[src/rtl/evr_dbuf_pkg.sv]
`default_nettype none
// ============================================================================
// Module      : evr_dbuf_pkg
// Description : Shared constants for the EVR data-buffer framer. Holds the
//               default K-character codes for frame delimiting, the payload
//               limit default, the pipeline latency and the framer state
//               encoding.
// Revision    : 1.0 - initial release
// ============================================================================
package evr_dbuf_pkg;

    // K28.0 opens a data-buffer frame, K28.1 closes its payload.
    localparam logic [7:0] c_DEFAULT_START_CHAR  = 8'h1C;
    localparam logic [7:0] c_DEFAULT_STOP_CHAR   = 8'h3C;

    // Largest accepted payload; keeps the downstream write address < 2048.
    localparam int         c_DEFAULT_MAX_PAYLOAD = 2046;

    // Input-to-DataOut latency of the byte delay line.
    localparam int         c_LATENCY             = 2;

    // Number of cycles spent in ABORT_FILL before frames are accepted again.
    // Covers the abort pulse and both forced-zero output cycles.
    localparam int         c_FILL_CYCLES         = 5;

    // Framer state encoding.
    localparam int                   c_STATE_W     = 3;
    localparam logic [c_STATE_W-1:0] c_ST_IDLE       = 3'd0;
    localparam logic [c_STATE_W-1:0] c_ST_PAYLOAD    = 3'd1;
    localparam logic [c_STATE_W-1:0] c_ST_CKSUM_HI   = 3'd2;
    localparam logic [c_STATE_W-1:0] c_ST_CKSUM_LO   = 3'd3;
    localparam logic [c_STATE_W-1:0] c_ST_ABORT_FILL = 3'd4;

endpackage
`default_nettype wire

[src/rtl/evr_dbuf_framer.sv]
`default_nettype none
// ============================================================================
// Module      : evr_dbuf_framer
// Description : Finds data-buffer frames (K28.0, payload, K28.1, 2 checksum
//               bytes) on the data lane of the decoded GTX byte stream and
//               re-times them for the EVR data-buffer controller. Malformed
//               or oversized frames are aborted and counted.
//
// Ports       : RxClock     in   recovered receive clock (only clock)
//               Reset       in   synchronous active-high reset
//               RxData      in   [7:0] decoded receive byte
//               RxCharIsK   in   RxData is a K character
//               RxDataLane  in   1 = this cycle carries the data-lane byte
//               PacketStart out  one-cycle start-of-frame pulse
//               PacketStop  out  one-cycle end-of-frame pulse
//               DataOut     out  [7:0] byte stream to the buffer controller
//               FrameError  out  one-cycle pulse when a frame is aborted
//               FrameCount  out  [15:0] frames closed normally (wraps)
//               ErrorCount  out  [15:0] frames aborted (saturates)
//
// Revision    : 1.0 - initial release
// ============================================================================
module evr_dbuf_framer
    import evr_dbuf_pkg::*;
#(
    parameter logic [7:0] START_CHAR  = c_DEFAULT_START_CHAR,
    parameter logic [7:0] STOP_CHAR   = c_DEFAULT_STOP_CHAR,
    parameter int         MAX_PAYLOAD = c_DEFAULT_MAX_PAYLOAD
) (
    input  logic        RxClock,
    input  logic        Reset,
    input  logic [7:0]  RxData,
    input  logic        RxCharIsK,
    input  logic        RxDataLane,
    output logic        PacketStart,
    output logic        PacketStop,
    output logic [7:0]  DataOut,
    output logic        FrameError,
    output logic [15:0] FrameCount,
    output logic [15:0] ErrorCount
);

    // Frame events are detected on the input byte and emitted one cycle
    // after that byte would leave the delay line, hence LATENCY+1 stages.
    localparam int                 c_PIPE_LEN  = c_LATENCY + 1;
    localparam int                 c_CNT_W     = $clog2(MAX_PAYLOAD + 2);
    localparam logic [c_CNT_W-1:0] c_MAX_CNT   = c_CNT_W'(MAX_PAYLOAD);
    localparam logic [2:0]         c_FILL_LAST = 3'(c_FILL_CYCLES - 1);

    // ------------------------------------------------------------------------
    // State and datapath registers
    // ------------------------------------------------------------------------
    logic [c_STATE_W-1:0]  r_state;
    logic [c_STATE_W-1:0]  w_nextState;
    logic [c_CNT_W-1:0]    r_payloadCnt;
    logic [2:0]            r_fillCnt;
    logic                  r_prevLane;
    logic [7:0]            r_dly1;
    logic [7:0]            r_dataOut;
    logic [c_PIPE_LEN-1:0] r_startPipe;
    logic [c_PIPE_LEN-1:0] r_stopPipe;
    // One stage longer than the others so the second forced-zero cycle
    // can be keyed off the abort pipe as well.
    logic [c_PIPE_LEN:0]   r_abortPipe;
    logic [15:0]           r_frameCount;
    logic [15:0]           r_errorCount;

    // ------------------------------------------------------------------------
    // Combinational decode
    // ------------------------------------------------------------------------
    logic w_laneSlip;
    logic w_forceZero;
    logic w_startEvt;
    logic w_stopEvt;
    logic w_abortEvt;
    logic w_lsbEvt;
    logic w_payloadByte;

    // The lane flag must toggle every cycle; a repeat means we lost sync.
    assign w_laneSlip  = (RxDataLane == r_prevLane);

    // Zero the two output cycles that follow the abort pulse so the
    // downstream checksum cannot match.
    assign w_forceZero = r_abortPipe[c_PIPE_LEN-1] | r_abortPipe[c_PIPE_LEN];

    // ------------------------------------------------------------------------
    // FSM: state register
    // ------------------------------------------------------------------------
    always_ff @(posedge RxClock) begin
        if (Reset) begin
            r_state <= c_ST_IDLE;
        end else begin
            r_state <= w_nextState;
        end
    end

    // ------------------------------------------------------------------------
    // FSM: next state and frame events
    // ------------------------------------------------------------------------
    always_comb begin
        w_nextState   = r_state;
        w_startEvt    = 1'b0;
        w_stopEvt     = 1'b0;
        w_abortEvt    = 1'b0;
        w_lsbEvt      = 1'b0;
        w_payloadByte = 1'b0;

        case (r_state)
            c_ST_IDLE: begin
                if (RxDataLane && RxCharIsK && (RxData == START_CHAR)) begin
                    w_startEvt  = 1'b1;
                    w_nextState = c_ST_PAYLOAD;
                end
            end

            c_ST_PAYLOAD: begin
                if (w_laneSlip) begin
                    w_abortEvt = 1'b1;
                end else if (RxDataLane) begin
                    if (RxCharIsK) begin
                        // STOP_CHAR closes the payload; any other K code,
                        // including a second START_CHAR, is malformed.
                        if (RxData == STOP_CHAR) begin
                            w_stopEvt   = 1'b1;
                            w_nextState = c_ST_CKSUM_HI;
                        end else begin
                            w_abortEvt = 1'b1;
                        end
                    end else if (r_payloadCnt == c_MAX_CNT) begin
                        w_abortEvt = 1'b1;
                    end else begin
                        w_payloadByte = 1'b1;
                    end
                end
            end

            c_ST_CKSUM_HI: begin
                if (w_laneSlip) begin
                    w_abortEvt = 1'b1;
                end else if (RxDataLane) begin
                    if (RxCharIsK) begin
                        w_abortEvt = 1'b1;
                    end else begin
                        w_nextState = c_ST_CKSUM_LO;
                    end
                end
            end

            c_ST_CKSUM_LO: begin
                if (w_laneSlip) begin
                    w_abortEvt = 1'b1;
                end else if (RxDataLane) begin
                    if (RxCharIsK) begin
                        w_abortEvt = 1'b1;
                    end else begin
                        w_lsbEvt    = 1'b1;
                        w_nextState = c_ST_IDLE;
                    end
                end
            end

            c_ST_ABORT_FILL: begin
                // Start characters seen here are deliberately ignored.
                if (r_fillCnt == c_FILL_LAST) begin
                    w_nextState = c_ST_IDLE;
                end
            end

            default: begin
                w_nextState = c_ST_IDLE;
            end
        endcase

        if (w_abortEvt) begin
            w_nextState = c_ST_ABORT_FILL;
        end
    end

    // ------------------------------------------------------------------------
    // Delay line, event pipes and counters
    // ------------------------------------------------------------------------
    always_ff @(posedge RxClock) begin
        if (Reset) begin
            r_prevLane   <= 1'b0;
            r_dly1       <= 8'h00;
            r_dataOut    <= 8'h00;
            r_startPipe  <= '0;
            r_stopPipe   <= '0;
            r_abortPipe  <= '0;
            r_payloadCnt <= '0;
            r_fillCnt    <= 3'd0;
            r_frameCount <= 16'h0000;
            r_errorCount <= 16'h0000;
        end else begin
            r_prevLane <= RxDataLane;
            r_dly1     <= RxData;

            // The checksum LSB skips the first delay stage so that it lands
            // right after the MSB, on what would be an event-lane slot.
            if (w_forceZero) begin
                r_dataOut <= 8'h00;
            end else if (w_lsbEvt) begin
                r_dataOut <= RxData;
            end else begin
                r_dataOut <= r_dly1;
            end

            r_startPipe <= {r_startPipe[c_PIPE_LEN-2:0], w_startEvt};
            r_stopPipe  <= {r_stopPipe[c_PIPE_LEN-2:0], (w_stopEvt | w_abortEvt)};
            r_abortPipe <= {r_abortPipe[c_PIPE_LEN-1:0], w_abortEvt};

            if (w_startEvt) begin
                r_payloadCnt <= '0;
            end else if (w_payloadByte) begin
                r_payloadCnt <= r_payloadCnt + 1'b1;
            end

            if (w_abortEvt) begin
                r_fillCnt <= 3'd0;
            end else if (r_state == c_ST_ABORT_FILL) begin
                r_fillCnt <= r_fillCnt + 3'd1;
            end

            if (w_lsbEvt) begin
                r_frameCount <= r_frameCount + 16'd1;
            end

            // Counted on the cycle before FrameError so both become visible
            // together.
            if (r_abortPipe[c_PIPE_LEN-2] && (r_errorCount != 16'hFFFF)) begin
                r_errorCount <= r_errorCount + 16'd1;
            end
        end
    end

    // ------------------------------------------------------------------------
    // Outputs (all registered)
    // ------------------------------------------------------------------------
    assign PacketStart = r_startPipe[c_PIPE_LEN-1];
    assign PacketStop  = r_stopPipe[c_PIPE_LEN-1];
    assign FrameError  = r_abortPipe[c_PIPE_LEN-1];
    assign DataOut     = r_dataOut;
    assign FrameCount  = r_frameCount;
    assign ErrorCount  = r_errorCount;

endmodule
`default_nettype wire
[config.mk]
export PLATFORM = sky130hd
export DESIGN_NAME = evr_dbuf_framer
export DESIGN_NICKNAME = d
export VERILOG_FILES = /design/src/rtl/evr_dbuf_pkg.sv /design/src/rtl/evr_dbuf_framer.sv
export SDC_FILE = /design/constraint.sdc
export NUM_CORES = 1
export LEC_CHECK = 0
export ABC_CLOCK_PERIOD_IN_PS = 2600
export CAP_MARGIN = 0
export CORE_MARGIN = 4
export CORE_UTILIZATION = 25
export DETAILED_ROUTE_END_ITERATION = 8
export PLACE_DENSITY = 0.48
export SETUP_SLACK_MARGIN = 0.05
export SYNTH_ARGS = -nofsm -noshare
export SYNTH_HDL_FRONTEND = slang
export SYNTH_SLANG_ARGS = --single-unit
[constraint.sdc]
create_clock -name RxClock -period 2.6 [get_ports RxClock]
set_input_delay 0.26 -clock RxClock [delete_from_list [all_inputs] [get_ports RxClock]]
set_output_delay 0.26 -clock RxClock [all_outputs]
set_load 0.01 [all_outputs]
==> reports/metrics.cfg <==
[outcome]
status = completed

[placement]
portBuffers = 54
dpl_cell_area_mm2 = 0.00420
hpwl_mm = 6.21
place_congestion = 0.773
pre_cts_ws_ns = 0.259

[power_and_ir_drop]
ir_drop_mv = 0.290
internal-power_mw = 1.88
netSwitchingFraction_pct = 23.6
power.clock.fraction_pct = 48.4
combPwrFrac_pct = 3.6
powerDensity_mw_per_mm2 = 549
power.share.sequential_pct = 47.9
p_total_mw = 2.46
switchingPower_mw = 0.581
p_leak_nw = 1.53

[clock_network]
htree_levels = 3
cts_resized = 0
cts_buffers = 9
clock-root-buffer = clkbuf_16
clock-sinks = 76
clkLatencyLatePin_ns = 0.35
hold_buffers = 0
clkTransAtPathRegs_ns = 0.06
clk_path_buf_depth = 2
post_cts_buffers = 0
cts_tree = yes

[die]
dieArea_mm2 = 0.0156
die_y_um = 125
io_pins = 55
die_x_um = 125
rows = 42
core-area_mm2 = 0.0133
initial_core_util_pct = 25.7

[yosys]
synth-edff-count = 0
synthFlopType = dfxtp_1
synthArstFlopShare_pct = 0
seq_area_frac_synth_pct = 44.5
synthesis.instances = 382
synth.avg_cell_area_um2 = 8.95
synth_nets = 400
yosysUniqueCellTypes = 52
yosysWarnings = 0
synth.cell_area_mm2 = 0.00342
synth_seq_cells = 76

[min_path]
hold_depth = 2
hp-start = Reset
holdPathEnd = r_abortPipe[3]$_SDFF_PP0_
hold_path.class = input pin to flip-flop

[global_route]
grt_pass1_wl_mm = 14.2
antenna_found_initial = 0
grt.total_usage_pct = 11.0
grt_overflow_total = 0
grt_pass1_vias = 2828
grt_max_degree = 24

[worst_setup_path]
worstPathArrival_ns = 2.28
path_class = flip-flop to flip-flop
worstSetupStartpointType = flip-flop
crit_path_end_kind = flip-flop
cp_max_fo = 11
worst-r2r-setup-slack_ns = 0.55
crit_required_ns = 2.82
timing.rr.start = r_payloadCnt[1]$_SDFFE_PP0P_
r2r_cells = 6
regToRegEndpoint = r_payloadCnt[8]$_SDFFE_PP0P_

[timing]
finalMaxSlewViolations = 0
maxSlewHeadroom_pct = 42.0
fin_crit_ns = 2.05
finalWorstSetupSlack_ns = 0.545
worst_pin_slew_ns = 0.863
fin_crit_sh_pct = 79.0
rsz0062_at_grt = false
setup_viol = 0
finClkSkew_ns = 0.00991
fin_tns_setup_ns = 0
fmax_ghz = 0.487
finalHoldViolCount = 0

[routing]
via_count = 2998
wl_mm = 8.32
viasPerCell = 4.80
wire_per_inst_um = 13.3
drtPass1Iterations = 4
drc_errors = 0
drt_iter0_markers = 121
ant_nets = 0

[final_layout]
final_core_util_pct = 33.8
nFillCells = 1380
n_antenna_cell = 0
multi_input_area_mm2 = 0.00177
final_area_mm2 = 0.00449
most-common-layout-cells = dfxtp_1, clkdlybuf4s50_1, a21oi_1, nor2_1, nor2b_1
area_delta_synth_final_pct = 31.2
fin_nets = 462
regArea_mm2 = 0.00152
layout_commonest_cell = dfxtp_1
layout-drive-gt1-share_pct = 8.24

[run]
maxCapViolCount = 0

flip-flops by register name, indices dropped and copies added, names as in the netlist:
register / cells
r_abortPipe: 4
r_prevLane: 1
ErrorCount: 16
r_fillCnt: 3
r_payloadCnt: 11
r_stopPipe: 3
FrameCount: 16
r_dly1: 8
r_state: 3
r_startPipe: 3
DataOut: 8
per-stage QoR:
step | instances | hold WS, ns
after floorplan | 382 | 0.388
after global placement | 609 | 0.417
after detailed placement | 609 | 0.422
after CTS | 625 | 0.336
after global routing | 625 | 0.367
final | 625 | 0.344
routing by layer:
layer / track usage [%] / vias to the layer above / part of all wire [%]
met1: 13.8 / 1405 / 47
met2: 17.8 / 39 / 47
met5: 0 / - / 0
li1: - / 1541 / -
met3: 2.81 / 13 / 3.5
met4: 4.97 / 0 / 2.1
how the worst max path moves through the flow:
stage                                       startpoint                            to  slack (ns)
final                     r_payloadCnt[1]$_SDFFE_PP0P_  r_payloadCnt[8]$_SDFFE_PP0P_        0.55
after global routing      r_payloadCnt[1]$_SDFFE_PP0P_  r_payloadCnt[8]$_SDFFE_PP0P_        0.38
after global placement                      RxDataLane   FrameCount[15]$_SDFFE_PP0P_        0.31
after floorplan                r_state[2]$_SDFFE_PP0P_   FrameCount[15]$_SDFFE_PP0P_        0.77
after detailed placement                    RxDataLane  r_payloadCnt[7]$_SDFFE_PP0P_        0.26
after CTS                 r_payloadCnt[1]$_SDFFE_PP0P_  r_payloadCnt[8]$_SDFFE_PP0P_        0.58
final cells by class:
class,instances,area share (%)
Multi-Input combinational cell,274,39.4
Sequential cell,76,33.9
Timing Repair Buffer,67,14.1
Clock buffer,9,5.02
Tap cell,176,4.91
Clock inverter,7,1.34
Inverter,16,1.34
critical path: stages, from the launching register on:
cell	delay, ns
dfxtp_1	0.44
ha_1	0.26
nand2_1	0.07
nor3_1	0.66
buf_4	0.30
nor3_1	0.07
mux2i_1	0.13
cells in the mapped netlist, drive strengths merged, types with 2 or more instances:
cell type	n	area share, %
xnor2	5	1.3
or4	13	2.9
o31ai	12	2.6
a31oi	4	0.73
nand2	14	1.5
nor2b	20	3.7
mux2i	12	3.5
o41ai	3	0.77
o311ai	2	0.51
a211oi	2	0.44
buf	5	0.84
a21oi	32	4.7
nand3b	2	0.44
clkbuf	11	1.2
or4b	2	0.59
mux2	3	0.99
or3	15	2.7
nand4bb	2	1.1
xor2	5	1.3
o21ai	16	2.3
nor3	18	2.6
nor2	28	3.1
nand3	13	1.9
and4	5	1.3
ha	6	2.2
and3	6	1.1
nand4	14	2.6
or2	2	0.37
o211ai	2	0.44
dfxtp	76	44
inv	16	1.8
nor4bb	2	0.59
power groups by stage:
| stage | sequential [mW] | combinational [mW] | clock [mW] |
|---|---|---|---|
| final | 1.18 | 0.0890 | 1.19 |
| after global routing | 1.18 | 0.0983 | 1.29 |
| after CTS | 1.18 | 0.0904 | 1.23 |
| after detailed placement | 1.21 | 0.0902 | 0 |
| after global placement | 1.21 | 0.0895 | 0 |
| after floorplan | 1.21 | 0.0379 | 0 |
logic make-up (layout without fill, tap and decap cells):
| group | Yosys count | in the layout | synth area share (%) |
|---|---|---|---|
| and+or+nand+nor | 165 | 165 | 28.7 |
| AOI/OAI and AO/OA | 78 | 78 | 13.8 |
| DFF | 76 | 76 | 44.5 |
| buffers and inverters | 32 | 99 | 3.81 |
| muxes | 15 | 15 | 4.50 |
| xor gates and xnor gates | 10 | 10 | 2.56 |
| adders and majority gates | 6 | 6 | 2.20 |
No activity file was read; power rests on OpenSTA's default activity.
